<file path="src/rtl/uart_arb_pkg.sv">
// Shared types and constants for the UART transmit arbiter.
package uart_arb_pkg;

  typedef enum logic {
    ARB_IDLE = 1'b0,
    ARB_LOCK = 1'b1
  } arb_state_t;

  localparam int C_DEFAULT_TIMEOUT = 1024;

endpackage

</file>
<file path="src/rtl/rr_pick.sv">
// Combinational round-robin picker: first set request at or above ptr, wrapping.
module rr_pick #(
  parameter int P_REQ_NUM = 4,
  parameter int IDX_W     = $clog2(P_REQ_NUM)
) (
  input  logic [P_REQ_NUM-1:0] req,
  input  logic [IDX_W-1:0]     ptr,
  output logic [P_REQ_NUM-1:0] gnt,
  output logic [IDX_W-1:0]     idx,
  output logic                 any
);

  logic [IDX_W:0]   cand;
  logic [IDX_W-1:0] cand_idx;

  // Wrap by explicit compare so non-power-of-two requester counts work.
  always_comb begin
    gnt      = '0;
    idx      = '0;
    any      = 1'b0;
    cand     = '0;
    cand_idx = '0;
    for (int i = 0; i < P_REQ_NUM; i++) begin
      cand = {1'b0, ptr} + (IDX_W+1)'(i);
      if (cand >= (IDX_W+1)'(P_REQ_NUM)) cand = cand - (IDX_W+1)'(P_REQ_NUM);
      cand_idx = cand[IDX_W-1:0];
      if (!any && req[cand_idx]) begin
        any           = 1'b1;
        gnt[cand_idx] = 1'b1;
        idx           = cand_idx;
      end
    end
  end

endmodule

</file>
<file path="src/rtl/uart_tx_arbiter.sv">
// Packet-granular round-robin arbiter in front of a UART transmit driver.
// Optional mid-packet idle timeout is enabled by defining UART_ARB_TIMEOUT_EN.
module uart_tx_arbiter
  import uart_arb_pkg::*;
#(
  parameter int P_REQ_NUM         = 4,
  parameter int P_UART_DATA_WIDTH = 8,
  parameter int P_TIMEOUT_CYCLES  = C_DEFAULT_TIMEOUT
) (
  input  logic                                   i_clk,
  input  logic                                   i_rst_n,
  input  logic [P_REQ_NUM*P_UART_DATA_WIDTH-1:0] i_req_data,
  input  logic [P_REQ_NUM-1:0]                   i_req_valid,
  input  logic [P_REQ_NUM-1:0]                   i_req_last,
  output logic [P_REQ_NUM-1:0]                   o_req_ready,
  output logic [P_UART_DATA_WIDTH-1:0]           o_uart_tx_data,
  output logic                                   o_uart_tx_valid,
  input  logic                                   i_uart_tx_ready,
  output logic [P_REQ_NUM-1:0]                   o_grant,
  output logic                                   o_busy,
  output logic                                   o_timeout
);

  localparam int IDX_W = $clog2(P_REQ_NUM);
  localparam int W     = P_UART_DATA_WIDTH;

  if (P_REQ_NUM < 2 || P_TIMEOUT_CYCLES < 1) begin : g_param_check
    $error("uart_tx_arbiter: P_REQ_NUM must be >= 2 and P_TIMEOUT_CYCLES >= 1");
  end

  arb_state_t           state_q, state_d;
  logic [IDX_W-1:0]     ptr_q, ptr_d, owner_q, owner_d, ptr_next;
  logic [P_REQ_NUM-1:0] grant_q, grant_d, pick_gnt;
  logic [IDX_W-1:0]     pick_idx;
  logic                 pick_any;
  logic [W-1:0]         req_byte [P_REQ_NUM];
  logic                 own_valid, own_last, handshake, to_hit;

  for (genvar k = 0; k < P_REQ_NUM; k++) begin : g_unpack
    assign req_byte[k] = i_req_data[k*W +: W];
  end

  rr_pick #(
    .P_REQ_NUM (P_REQ_NUM),
    .IDX_W     (IDX_W)
  ) u_pick (
    .req (i_req_valid),
    .ptr (ptr_q),
    .gnt (pick_gnt),
    .idx (pick_idx),
    .any (pick_any)
  );

  assign own_valid = i_req_valid[owner_q];
  assign own_last  = i_req_last[owner_q];
  assign handshake = (state_q == ARB_LOCK) && own_valid && i_uart_tx_ready;
  assign ptr_next  = (owner_q == IDX_W'(P_REQ_NUM - 1)) ? '0 : owner_q + IDX_W'(1);

`ifdef UART_ARB_TIMEOUT_EN
  localparam int TO_W = $clog2(P_TIMEOUT_CYCLES + 1);
  logic [TO_W-1:0] to_cnt_q;

  // Release on the edge that would bring the idle count to P_TIMEOUT_CYCLES.
  assign to_hit = (state_q == ARB_LOCK) && !own_valid &&
                  (to_cnt_q == TO_W'(P_TIMEOUT_CYCLES - 1));

  always_ff @(posedge i_clk or negedge i_rst_n) begin
    if (!i_rst_n) begin
      to_cnt_q  <= '0;
      o_timeout <= 1'b0;
    end else begin
      o_timeout <= to_hit;
      if (state_q != ARB_LOCK || own_valid) to_cnt_q <= '0;
      else                                  to_cnt_q <= to_cnt_q + TO_W'(1);
    end
  end
`else
  assign to_hit    = 1'b0;
  assign o_timeout = 1'b0;
`endif

  always_comb begin
    state_d = state_q;
    ptr_d   = ptr_q;
    owner_d = owner_q;
    grant_d = grant_q;
    case (state_q)
      ARB_IDLE: begin
        if (pick_any) begin
          state_d = ARB_LOCK;
          grant_d = pick_gnt;
          owner_d = pick_idx;
        end
      end
      ARB_LOCK: begin
        if ((handshake && own_last) || to_hit) begin
          state_d = ARB_IDLE;
          grant_d = '0;
          ptr_d   = ptr_next;
        end
      end
      default: state_d = ARB_IDLE;
    endcase
  end

  always_ff @(posedge i_clk or negedge i_rst_n) begin
    if (!i_rst_n) begin
      state_q <= ARB_IDLE;
      ptr_q   <= '0;
      owner_q <= '0;
      grant_q <= '0;
    end else begin
      state_q <= state_d;
      ptr_q   <= ptr_d;
      owner_q <= owner_d;
      grant_q <= grant_d;
    end
  end

  // Locked channel is a pure pass-through so the first byte moves in the grant cycle.
  always_comb begin
    o_req_ready     = '0;
    o_uart_tx_data  = '0;
    o_uart_tx_valid = 1'b0;
    if (state_q == ARB_LOCK) begin
      o_uart_tx_data  = req_byte[owner_q];
      o_uart_tx_valid = own_valid;
      o_req_ready     = grant_q & {P_REQ_NUM{i_uart_tx_ready}};
    end
  end

  assign o_grant = grant_q;
  assign o_busy  = (state_q == ARB_LOCK);

endmodule
</file>
<file path="config.mk">
export PLATFORM = sky130hd
export DESIGN_NAME = uart_tx_arbiter
export DESIGN_NICKNAME = d
export VERILOG_FILES = /design/src/rtl/uart_arb_pkg.sv /design/src/rtl/rr_pick.sv /design/src/rtl/uart_tx_arbiter.sv
export SDC_FILE = /design/constraint.sdc
export NUM_CORES = 1
export LEC_CHECK = 0
export ABC_AREA = 1
export ABC_CLOCK_PERIOD_IN_PS = 3900
export CORE_MARGIN = 1.5
export CORE_UTILIZATION = 44
export CTS_BUF_LIST = sky130_fd_sc_hd__clkbuf_16
export DETAILED_ROUTE_END_ITERATION = 12
export GPL_ROUTABILITY_DRIVEN = 0
export PLACE_DENSITY = 0.91
export SETUP_SLACK_MARGIN = 0.5
export SLEW_MARGIN = 40
export SYNTH_ARGS = -nofsm -noshare
export SYNTH_HDL_FRONTEND = slang
export SYNTH_HIERARCHICAL = 1
export SYNTH_SLANG_ARGS = --single-unit
export TNS_END_PERCENT = 30
</file>
<file path="constraint.sdc">
create_clock -name i_clk -period 3.9 [get_ports i_clk]
set_input_delay 0.78 -clock i_clk [delete_from_list [all_inputs] [get_ports i_clk]]
set_output_delay 0.78 -clock i_clk [all_outputs]
set_load 0.03 [all_outputs]
</file>
# ---- Word-level counts from Yosys, hierarchy flattened
# Cells that the tools add are included.
dict set report totals {
  register_bits 9
  latch_bits 0
  mem_bits_rw 0
  rom_bits 0
  input_bits 43
  elab_cells 100
  mem_count 0
}
dict set report classes {
  n_addsub 8
  multipliers 0
  div 0
  n_lt_le_gt_ge 14
  eq_ne 3
  shifts 0
  mux 49
  bitwise 6
  n_reduce_logical 16
}
# op n
set ops {}
lappend ops {{$mux 4} 7}
lappend ops {{$mux 8} 3}
lappend ops {{$mux 2} 9}
lappend ops {{$mux 1} 17}
lappend ops {{$bmux 8 s2} 1}
lappend ops {{$lt 2x3->1 const B} 5}
lappend ops {{$bmux 1 s2} 6}
lappend ops {{$ge 3x3->1 const B} 4}
lappend ops {{$or 4x4->4} 3}
lappend ops {{$logic_and 1x1->1} 10}
lappend ops {{$demux 1 s2} 4}
lappend ops {{$ge 2x1->1 const B} 4}
lappend ops {{$pmux 4 s2} 1}
lappend ops {{$sub 2x1->2 const B} 4}
lappend ops {{$add 2x2->3 const B} 2}
lappend ops {{$reduce_and 2->1} 3}
lappend ops {{$and 4x4->4} 1}
lappend ops {{$add 2x1->3 const B} 1}
lappend ops {{$ge 2x3->1 const B} 1}
lappend ops {{$logic_not 1->1} 3}
lappend ops {{$not 2->3} 1}
lappend ops {{$add 2x1->2 const B} 1}
lappend ops {{$eq 2x2->1 const B} 1}
lappend ops {{$ne 2x1->1 const B} 1}
lappend ops {{other kinds (3)} 3}

# ---- Logic depth before layout (Yosys ltp)
# Gate-level depths: netlist (run 1).
dict set report depth {
  depth_word 16
  ltp_mapped 11
  depth_no_buf 10
}

# ---- By module
# Netlist (run 1), hierarchy kept.
# module n_inst cells_per_inst area_each_um2 seq_area_each_um2
set by_module_without_submodules {}
lappend by_module_without_submodules {uart_tx_arbiter 1 138 829.5 225.2}
lappend by_module_without_submodules {rr_pick 1 74 440.4 0.0}

# ---- Worst setup path after synthesis (run 1)
# No wires, ideal clock.
dict set report synth_path {
  path_kind {input-to-output}
  start {input i_req_valid[1]}
  end {output o_uart_tx_valid}
  arrival_ns 1.459
  t_required_ns 3.120
  path_slack_ns 1.661
  path_stages 6
  n_path_buf 0
  cell_sequence {inv_1 -> nand2_1 -> nand3_1 -> nand2_2 -> inv_1 -> nor2_1}
}
dict set report synth_via {
  elab_chain_len 3
}
# element line_no
set synth_lines {}
lappend synth_lines {{from (decl)} uart_tx_arbiter.sv:13} ;# input logic [P_REQ_NUM-1:0] i_req_valid,
lappend synth_lines {{$bmux 1 s2} uart_tx_arbiter.sv:54} ;# assign own_valid = i_req_valid[owner_q];
lappend synth_lines {{$mux 1 (not written as such)} uart_tx_arbiter.sv:54}
lappend synth_lines {{$mux 1} uart_tx_arbiter.sv:125} ;# if (state_q == ARB_LOCK) begin
lappend synth_lines {{to (decl)} uart_tx_arbiter.sv:17} ;# output logic o_uart_tx_valid,
# Every way passes these cells. The select of a mux whose other input is x is not followed.

# ---- Final worst setup path (run 1)
# Same ends and word-level chain as after synthesis.

==> results.md, run 1 <==
- DRT iter0 DRCs: 114
- Most numerous cell in the Yosys netlist: nor2_1
- Clock root cell: clkbuf_16
- R2R depth: 10
- Routed WL: 3710 um
- WP data arrival: 2.44 ns
- Core area: 2760 um^2
- Worst R2R Setup Slack: 1.34 ns
- CTS max path bufs: 2
- Critical Path Start Type: input port
- NumNets Final: 317
- Total CTS buffers: 3
- Port Buffers: 60
- Die Wd: 56.7 um
- PD cells: 850 nW/um^2
- Synthesis-to-layout area growth: 51.4%
- Grt peak-use layer: met2
- Synth cell count leaders: nor2_1, nand2_1, nand3_1
- Number of vias after detailed routing: 1577
- Filler cells: 233
- Initial antenna violation count: 0
- I/O pin count: 62
- Critical Path Sink Type: output port
- DRC Markers: 0
- Largest net degree at the start of global routing: 24
- Hold Violations, Final: 0
- Dpl hpwl: 2800 um
- Tot Pwr: 1.63 mW
- Status: complete, no violations
- Ys Warns: 6
- Max_cap viols: 0
- Clock Latency Late Sink: 0.24 ns
- Crit path largest cell delay: 0.68 ns
- Die extent in y: 56.7 um
- Worst reg2reg startpoint: ptr_q[0]
- Worst VDD drop: 699 uV
- Starting density of the core: 46.1%
- Synth Instances: 212
- Pleak: 0.894 nW
- Worst Hold Class: reg2reg
- Crit path cell chain: clkdlybuf4s50_1 > inv_1 > nand2_1 > nand3_1 > nand2_2 > inv_1 > nor2_1 > clkdlybuf4s50_1
- First-pass GRT wire length: 6180 um
- Clock Pin Slew Worst Setup and Hold Paths: 0.04 ns
- Synth area leaders: dfrtp_1, nor2_1, nand3_1
- Post-synth top flop: dfrtp_1
- Number of synthesized flops with an enable pin: 0
- Fmax: 0.310 GHz
- Part of the cycle the worst path needs: 82.6%
- Routed vias/inst: 5.29
- Die Footprint: 3220 um^2
- GRT Total Usage: 23.9%
- Number of hold buffers added after cts: 0
- Vias in the first global route: 1465
- GRT met3 Usage: 5.76%
- Synthesized area: 1270 um^2
- Slowest CP cell: clkdlybuf4s50_1
- Shortest period the worst path allows: 3.22 ns
- CTS tree: yes
- Syn avg cell area: 5.99 um^2
- Area share of the largest cell type after synthesis: 17.7%
- Post-Route Setup TNS: 0 ns
- Met1 Track Usage GR: 28.1%
- Clock Skews: 0.00193 ns
- Sink Count: 9
- First-pass detailed-route iteration total: 4
- Crit Path Class: in2out
- H-tree levels: 1
- Register area share after synthesis: 17.7%
- ANT nets after route: 0
- RSZ-0062 raised after global routing: no
- FF+latch count, synth: 9
- Critical path peak fanout: 3
- DR WL/cell: 12.4 um
- Total gr overflow: 0
- N_diodes: 0
- FP Rows: 19
- Final Max Tran Viols: 0
- RR Endpoint: owner_q[0]
- Critical Path RT: 3.12 ns
- CP endpoint: o_uart_tx_valid
- Synth area leader: dfrtp_1
- Share of cells above drive strength 1: 10.5%
- Cell variety after synth: 24
- Asr flop ratio synth: 100%
- Mapped Nets: 261
- Endpoints failing setup: 0
- Met2 usage: 42.4%
- Worst Setup SP: i_req_valid[1]
-- stage by stage --
| step | setup slack (ns) | cell area [um^2] | hold slack (ns) | instances | util [%] |
|---|---|---|---|---|---|
| after floorplan | 1.66 | 1270 | 0.484 | 212 | - |
| after CTS | 0.577 | 1920 | 0.523 | 298 | 69.7 |
| after detailed placement | 0.684 | 1840 | 0.514 | 294 | 66.8 |
| after global placement | 0.709 | 1840 | 0.515 | 294 | 66.8 |
| final | 0.678 | 1920 | 0.520 | 298 | 69.7 |
| after global routing | 0.578 | 1920 | 0.578 | 298 | 69.7 |
-- power by group --
group	switching (mW)	total, mW	internal, mW	leakage [nW]
combinational	0.761	1.22	0.461	0.742
sequential	0.0962	0.230	0.134	0.110
clock	0.0476	0.182	0.134	0.0423
total	0.905	1.63	0.729	0.894
-- layer usage --
metal,vias up,wire [um]
met5,-,0
met4,0,58
met3,7,324
met2,71,1800
met1,698,1530
li1,801,-
-- cell type report --
type	count	area [um^2]	area share, %
multi-input cells	166	873	45.4
repair buffers	60	601	31.2
flip-flops and latches	9	226	11.8
inverters	28	105	5.47
clock buffers	3	75.1	3.90
well taps	31	38.8	2.02
clock inverters	1	3.75	0.195
-- cell families (layout without fill, tap and decap cells) --
logic type,count (synthesis),in the layout,share of synthesized area (%)
and+or+nand+nor,119,119,45.1
adders and majority gates,6,6,5.91
buffers and inverters,37,92,13.5
DFF,9,9,17.7
AOI/OAI and AO/OA,40,40,17.4
other,1,1,0.295
-- how the worst min path moves through the flow --
stage / cells past startpoint / slack, ns / endpoint / start
6_report: 2 / 0.52 / o_grant[1] / o_grant[1]
5_1_grt: 2 / 0.58 / o_busy / o_busy
4_1_cts: 2 / 0.52 / o_grant[2] / o_grant[2]
3_5_place_dp: 2 / 0.51 / o_grant[2] / o_grant[2]
3_3_place_gp: 2 / 0.51 / o_grant[2] / o_grant[2]
2_1_floorplan: 0 / 0.48 / o_busy / i_rst_n
-- critical path, delay by kind of cell --
| kind | cells | cell delay [ns] |
|---|---|---|
| and+or+nand+nor | 4 | 0.36 |
| buffers and inverters | 4 | 1.29 |
-- cell usage in the layout, fill, tap and decap left out, types with 3 or more instances in the layout --
master	netlist	routed
clkdlybuf4s50_1	0	60
nor2_1	40	40
nand2_1	30	30
nand3_1	26	26
inv_1	22	23
a21oi_1	17	17
o21ai_1	10	10
nand2_2	10	10
dfrtp_1	9	8
nand4_1	7	7
inv_2	6	6
o21ai_0	6	6
ha_1	6	6
a21boi_0	4	4
o21ai_2	3	3
clkbuf_16	0	3
-- what timing repair did --
item / CTS / global route
gates resized for setup: 0 / 1
setup endpoints to repair: 0 / 1
hold endpoints to repair: 0 / 0
buffers inserted: 0 / 0
-- sequential cells by signal, indices dropped and copies added, names as in the netlist --
signal,flops
o_busy,1
owner_q,2
ptr_q,2
o_grant,4
Power figures use the tool's default switching activity.
==> run 2, diff against run 1 <==
- ABC_CLOCK_PERIOD_IN_PS: 3900 -> 2700
- CORE_UTILIZATION: 44 -> 37
- PLACE_DENSITY: 0.91 -> 0.82
- clock period: 3.9 -> 2.7 ns (I/O delays scaled with it)
==> run 2 against run 1 <==
Net effect:
- highest routed layer unchanged
- clock-buffer cell count did not move
- setup slack got worse by 0.23 ns
- largest cell class unchanged
- cell count rose by 7.0%
==> results.md, run 2 (same netlist as run 1, synthesis figures left out) <==
- GRT Total Usage: 19.0% (-4.9 points)
- Crit Path Class: in2out
- Vias in the first global route: 1306 (-11%)
- DRT iter0 DRCs: 78 (-32%)
- DR WL/cell: 11.8 um (-4.9%)
- Largest net degree at the start of global routing: 17 (-29%)
- Routed WL: 3780 um (+1.8%)
- Seq pwr share: 11.5% (-2.6 points)
- Shortest period the worst path allows: 2.25 ns
- Starting density of the core: 38.4% (-7.7 points)
- Hold Violations, Final: 0 (unchanged)
- Critical Path Start Type: input port
- Clock Skews: 0.00120 ns (-0.000731 ns)
- I/O pin count: 62 (unchanged)
- Clock Pin Slew Worst Setup and Hold Paths: 0.04 ns (about the same)
- Die Wd: 61.6 um (+8.6%)
- ANT nets after route: 0 (unchanged)
- DRC Markers: 0 (unchanged)
- Clock root cell: clkbuf_16
- Total CTS buffers: 3 (unchanged)
- Clock Power Share: 10.7% (-0.4 points)
- Crit path largest cell delay: 0.45 ns (-0.23 ns)
- Die extent in y: 61.6 um (+8.6%)
- CTS max path bufs: 2 (unchanged)
- PD cells: 1200 nW/um^2 (+41%)
- Port Buffers: 60 (unchanged)
- Number of vias after detailed routing: 1578 (+0.063%)
- Fmax: 0.444 GHz
- RSZ-0062 raised after global routing: yes
- Tot Pwr: 2.39 mW (+46%)
- Cell mode on critical path: nor2_1
- NumNets Final: 323 (+1.9%)
- Critical Path Sink Type: output port
- Critical path peak fanout: 1 (-2)
- Die Footprint: 3790 um^2 (+18%)
- Slowest CP cell: clkdlybuf4s50_1
- Post-Route Setup TNS: 0 ns (unchanged)
- Commonest non-fill, non-tap cell in the layout: clkdlybuf4s50_1
- Max reg flops: 4 (unchanged)
- Part of the cycle the worst path needs: 83.4%
- P_sw: 1.32 mW (+46%)
- Final core utilization: 60.2% (-9.5 points)
- First-pass detailed-route iteration total: 5 (+1)
- Share of cells above drive strength 1: 15.0% (+4.5 points)
- Sink Count: 9 (unchanged)
- CTS tree: yes
- FP Rows: 21 (+2)
- First-pass GRT wire length: 5460 um (-12%)
- H-tree levels: 1 (unchanged)
- Final Max Tran Viols: 0 (unchanged)
- N_diodes: 0 (unchanged)
- Endpoints failing setup: 0 (unchanged)
- Worst VDD drop: 504 uV (-28%)
- Most frequent cells in the layout: clkdlybuf4s50_1, nor2_1, nand2_1
- Initial antenna violation count: 0 (unchanged)
- Net Sw Frac: 55.2% (-0.17 points)
- Total gr overflow: 0 (unchanged)
- Core area: 3310 um^2 (+20%)
- Dpl hpwl: 2920 um (+4.5%)
- WP data arrival: 1.71 ns (-0.73 ns)
- Synthesis-to-layout area growth: 57.0%
- Int Power: 1.07 mW (+47%)
- Logic gate share of total power: 77.8% (+3.0 points)
- Critical Path RT: 2.16 ns (-0.96 ns)
- Clock Latency Late Sink: 0.23 ns (about the same)
- Max_cap viols: 0 (unchanged)
- Crit path cell chain: clkdlybuf4s50_1 > nor2_1 > nor2_1 > o21ai_0 > a21oi_1 > dlygate4sd2_1
- Pleak: 0.981 nW (+9.7%)
- Status: complete, no violations
- Worst Hold Class: reg2reg
- Number of hold buffers added after cts: 0 (unchanged)
- Routed vias/inst: 4.95 (-6.5%)
==> run 2: timing repair <==
action                                  4_1_cts  5_1_grt
buffers inserted                              0        0
gates resized for setup                      18       10
endpoints found under the setup margin       19       20
==> run 2: final cells by class <==
type / instances / area, um^2
inverter: 28 / 105
clock inverter: 1 / 3.75
clock buffer: 3 / 75.1
fill: 320 / 1320
sequential: 9 / 226
multi-input combinational: 166 / 873
tap: 46 / 57.6
timing repair buffer: 66 / 653
==> run 2: final timing paths <==
check | from | slack [ns] | endpoint | depth (start not counted)
min in group asynchronous | i_rst_n | 0.61 | owner_q[1] | 1
setup / recovery | i_req_data[4] | 0.45 | o_uart_tx_data[4] | 6
hold reg to reg | o_grant[3] | 0.53 | o_grant[3] | 2
max in group asynchronous | i_rst_n | 1.78 | ptr_q[1] | 1
setup reg to reg | ptr_q[1] | 0.56 | owner_q[1] | 10
hold / removal | o_grant[3] | 0.53 | o_grant[3] | 2
==> run 2: worst max-delay path, delay by kind of cell <==
family,cells,cell delay (ns)
AOI/OAI and AO/OA,2,0.20
buffers and inverters,2,0.86
and+or+nand+nor,2,0.11
==> run 2: power by group through the flow <==
stage / Clock, mW / Sequential [mW] / Combinational [mW]
after global routing: 0.269 / 0.283 / 2.05
after floorplan: 0 / 0.309 / 1.30
after global placement: 0 / 0.273 / 1.88
after CTS: 0.258 / 0.273 / 1.86
final: 0.256 / 0.273 / 1.86
after detailed placement: 0 / 0.274 / 1.90
==> run 2: metal layers <==
metal	track usage [%]	vias up	part of all wire, %
met5	0	-	0
met4	6.08	0	1.1
met3	5.88	6	13
met2	34.4	68	48
met1	21.0	694	38
li1	-	810	-
==> run 2: through the flow <==
stage | cells | worst slack, ns | hold slack, ns | instance area [um^2]
after floorplan | 212 | 0.645 | 0.244 | 1270
after global placement | 315 | 0.128 | 0.517 | 1920
after detailed placement | 315 | 0.122 | 0.526 | 1920
after CTS | 319 | 0.257 | 0.535 | 1990
after global routing | 319 | 0.296 | 0.562 | 1990
final | 319 | 0.448 | 0.530 | 1990
==> run 3, diff against run 2 <==
- ABC_CLOCK_PERIOD_IN_PS: 2700 -> 2100
- CORE_UTILIZATION: 37 -> 41
- PLACE_DENSITY: 0.82 -> 0.86
- clock period: 2.7 -> 2.1 ns (I/O delays scaled with it)
==> run 3 against run 2 <==
Net effect:
- register-to-register slack worse by 0.23 ns
- first-iteration DRC count rose by 110%
- non-clock buffer count rose by 15
- cell count rose by 0.63%
- power is 62% higher
- core utilization increased by 16 points
- critical path type unchanged
- critical endpoint unchanged
- largest power group unchanged
==> results.md, run 3 (same netlist as run 1, synthesis figures left out) <==
- Part of the cycle the worst path needs: 92.4%
- RSZ-0062 raised after global routing: yes
- Worst Hold Class: in2async
- Clock Latency Late Sink: 0.23 ns (about the same)
- DP Cell Count: 304 (-3.5%)
- Port Buffers: 60 (unchanged)
- WP data arrival: 1.52 ns (-0.19 ns)
- Worst VDD drop: 913 uV (+81%)
- Worst-Margin Slew: 0.526 ns
- Final core utilization: 75.8% (+16 points)
- GRT Total Usage: 27.7% (+8.7 points)
- Clock root cell: clkbuf_16
- Fmax: 0.515 GHz
- Fin Hold WS: 0.495 ns (-0.0349 ns)
- Starting density of the core: 42.3% (+3.9 points)
- Worst slew margin: 64.9%
- Worst slack, placed: -0.00598 ns (-0.128 ns)
- ANT nets after route: 0 (unchanged)
- Total gr overflow: 0 (unchanged)
- Commonest non-fill, non-tap cell in the layout: clkdlybuf4s50_1
- Hold Violations, Final: 0 (unchanged)
- Post-Route Setup TNS: 0 ns (unchanged)
- DR WL/cell: 16.0 um (+35%)
- Core area: 3000 um^2 (-9.3%)
- Most frequent cells in the layout: clkdlybuf4s50_1, nand2_1, buf_4
- Tot Pwr: 3.87 mW (+62%)
- Critical Path Start Type: input port
- Shortest period the worst path allows: 1.94 ns
- DRT iter0 DRCs: 162 (+110%)
- Max reg flops: 4 (unchanged)
- Worst reg2reg startpoint: ptr_q[0]
- Critical Path Sink Type: output port
- NumNets Final: 338 (+4.6%)
- H-tree levels: 1 (unchanged)
- Routed WL: 5140 um (+36%)
- Endpoints failing setup: 0 (unchanged)
- Finished Cell Area: 2270 um^2 (+14%)
- CTS max path bufs: 2 (unchanged)
- Routed vias/inst: 5.53 (+12%)
- Die Wd: 58.7 um (-4.8%)
- Sink Count: 9 (unchanged)
- Final worst slack: 0.160 ns (-0.289 ns)
- Initial antenna violation count: 0 (unchanged)
- PD cells: 1700 nW/um^2 (+42%)
- DRC Markers: 0 (unchanged)
- Dpl hpwl: 3020 um (+3.5%)
- Final Max Tran Viols: 0 (unchanged)
- Synthesis-to-layout area growth: 79.1%
- Crit Path Class: in2out
- I/O pin count: 62 (unchanged)
- Share of cells above drive strength 1: 30.9% (+16 points)
- Number of hold buffers added after cts: 0 (unchanged)
- Critical Path RT: 1.68 ns (-0.48 ns)
- Vias in the first global route: 1682 (+29%)
- Largest net degree at the start of global routing: 22 (+5)
- Worst Setup SP: i_req_data[20]
- Post-route insts no fill: 321 (+0.63%)
- First-pass detailed-route iteration total: 4 (-1)
- Die extent in y: 58.7 um (-4.8%)
- First-pass GRT wire length: 7320 um (+34%)
- Pleak: 1.11 nW (+13%)
- Die Footprint: 3440 um^2 (-9.3%)
- N_diodes: 0 (unchanged)
- Critical path peak fanout: 1 (unchanged)
- Status: complete, no violations
- Total CTS buffers: 3 (unchanged)
- Clock Skews: 0.000746 ns (-0.000452 ns)
- FP Rows: 20 (-4.8%)
- Clock Pin Slew Worst Setup and Hold Paths: 0.04 ns (about the same)
- CTS tree: yes
- Max_cap viols: 0 (unchanged)
- Filler cells: 214 (-33%)
- Cell area after placement: 1900 um^2 (-0.98%)
- Number of vias after detailed routing: 1774 (+12%)
-- run 3: cell types whose count changed in the layout (fill, tap and decap cells not counted), sizes merged --
cell / previous run / this run
buf: 8 / 34
clkbuf: 4 / 3
clkdlybuf4s15: 4 / 0
clkdlybuf4s50: 47 / 37
dlygate4sd2: 4 / 6
dlymetal6s2s: 2 / 4
-- run 3: final cells by class --
cell class                 count  area, um^2  area share [%]
sequential                     9         228            10.0
tap                           33        41.3            1.82
inverter                      28         123            5.39
clock inverter                 1        3.75           0.165
multi-input combinational    166         993            43.7
timing repair buffer          81         811            35.6
clock buffer                   3        75.1            3.30
-- run 3: worst max-delay path, cell delays in order --
cell,delay [ns]
clkdlybuf4s50_1,0.48
nor2_1,0.05
nor2_1,0.11
o21ai_1,0.12
a21oi_1,0.16
buf_4,0.18
-- run 3: power by group --
part	total, mW	internal [mW]	switching [mW]	leakage (nW)
clock network	0.327	0.248	0.0788	0.0423
registers	0.333	0.252	0.0811	0.109
logic	3.21	1.32	1.89	0.957
-- run 3: final timing paths --
kind | to | slack, ns | cells past startpoint
min | o_busy | 0.49 | 1
min reg2reg | o_grant[0] | 0.55 | 2
max in group asynchronous | ptr_q[0] | 1.29 | 1
max | o_uart_tx_data[4] | 0.16 | 6
max reg2reg | owner_q[1] | 0.33 | 10
min in group i_clk | o_grant[0] | 0.55 | 2
-- run 3: timing repair --
item,CTS,global route
resized for setup,47,13
cloned,3,0
buffers inserted,10,0
setup endpoints to repair,25,25
pin swaps,21,11
-- run 3: per-layer routing --
| metal | up-vias | part of all wire (%) | global-route usage [%] |
|---|---|---|---|
| met3 | 18 | 10 | 5.93 |
| li1 | 843 | - | - |
| met4 | 0 | 2.6 | 8.77 |
| met1 | 816 | 39 | 30.4 |
| met5 | - | 0 | 0 |
| met2 | 97 | 48 | 52.5 |
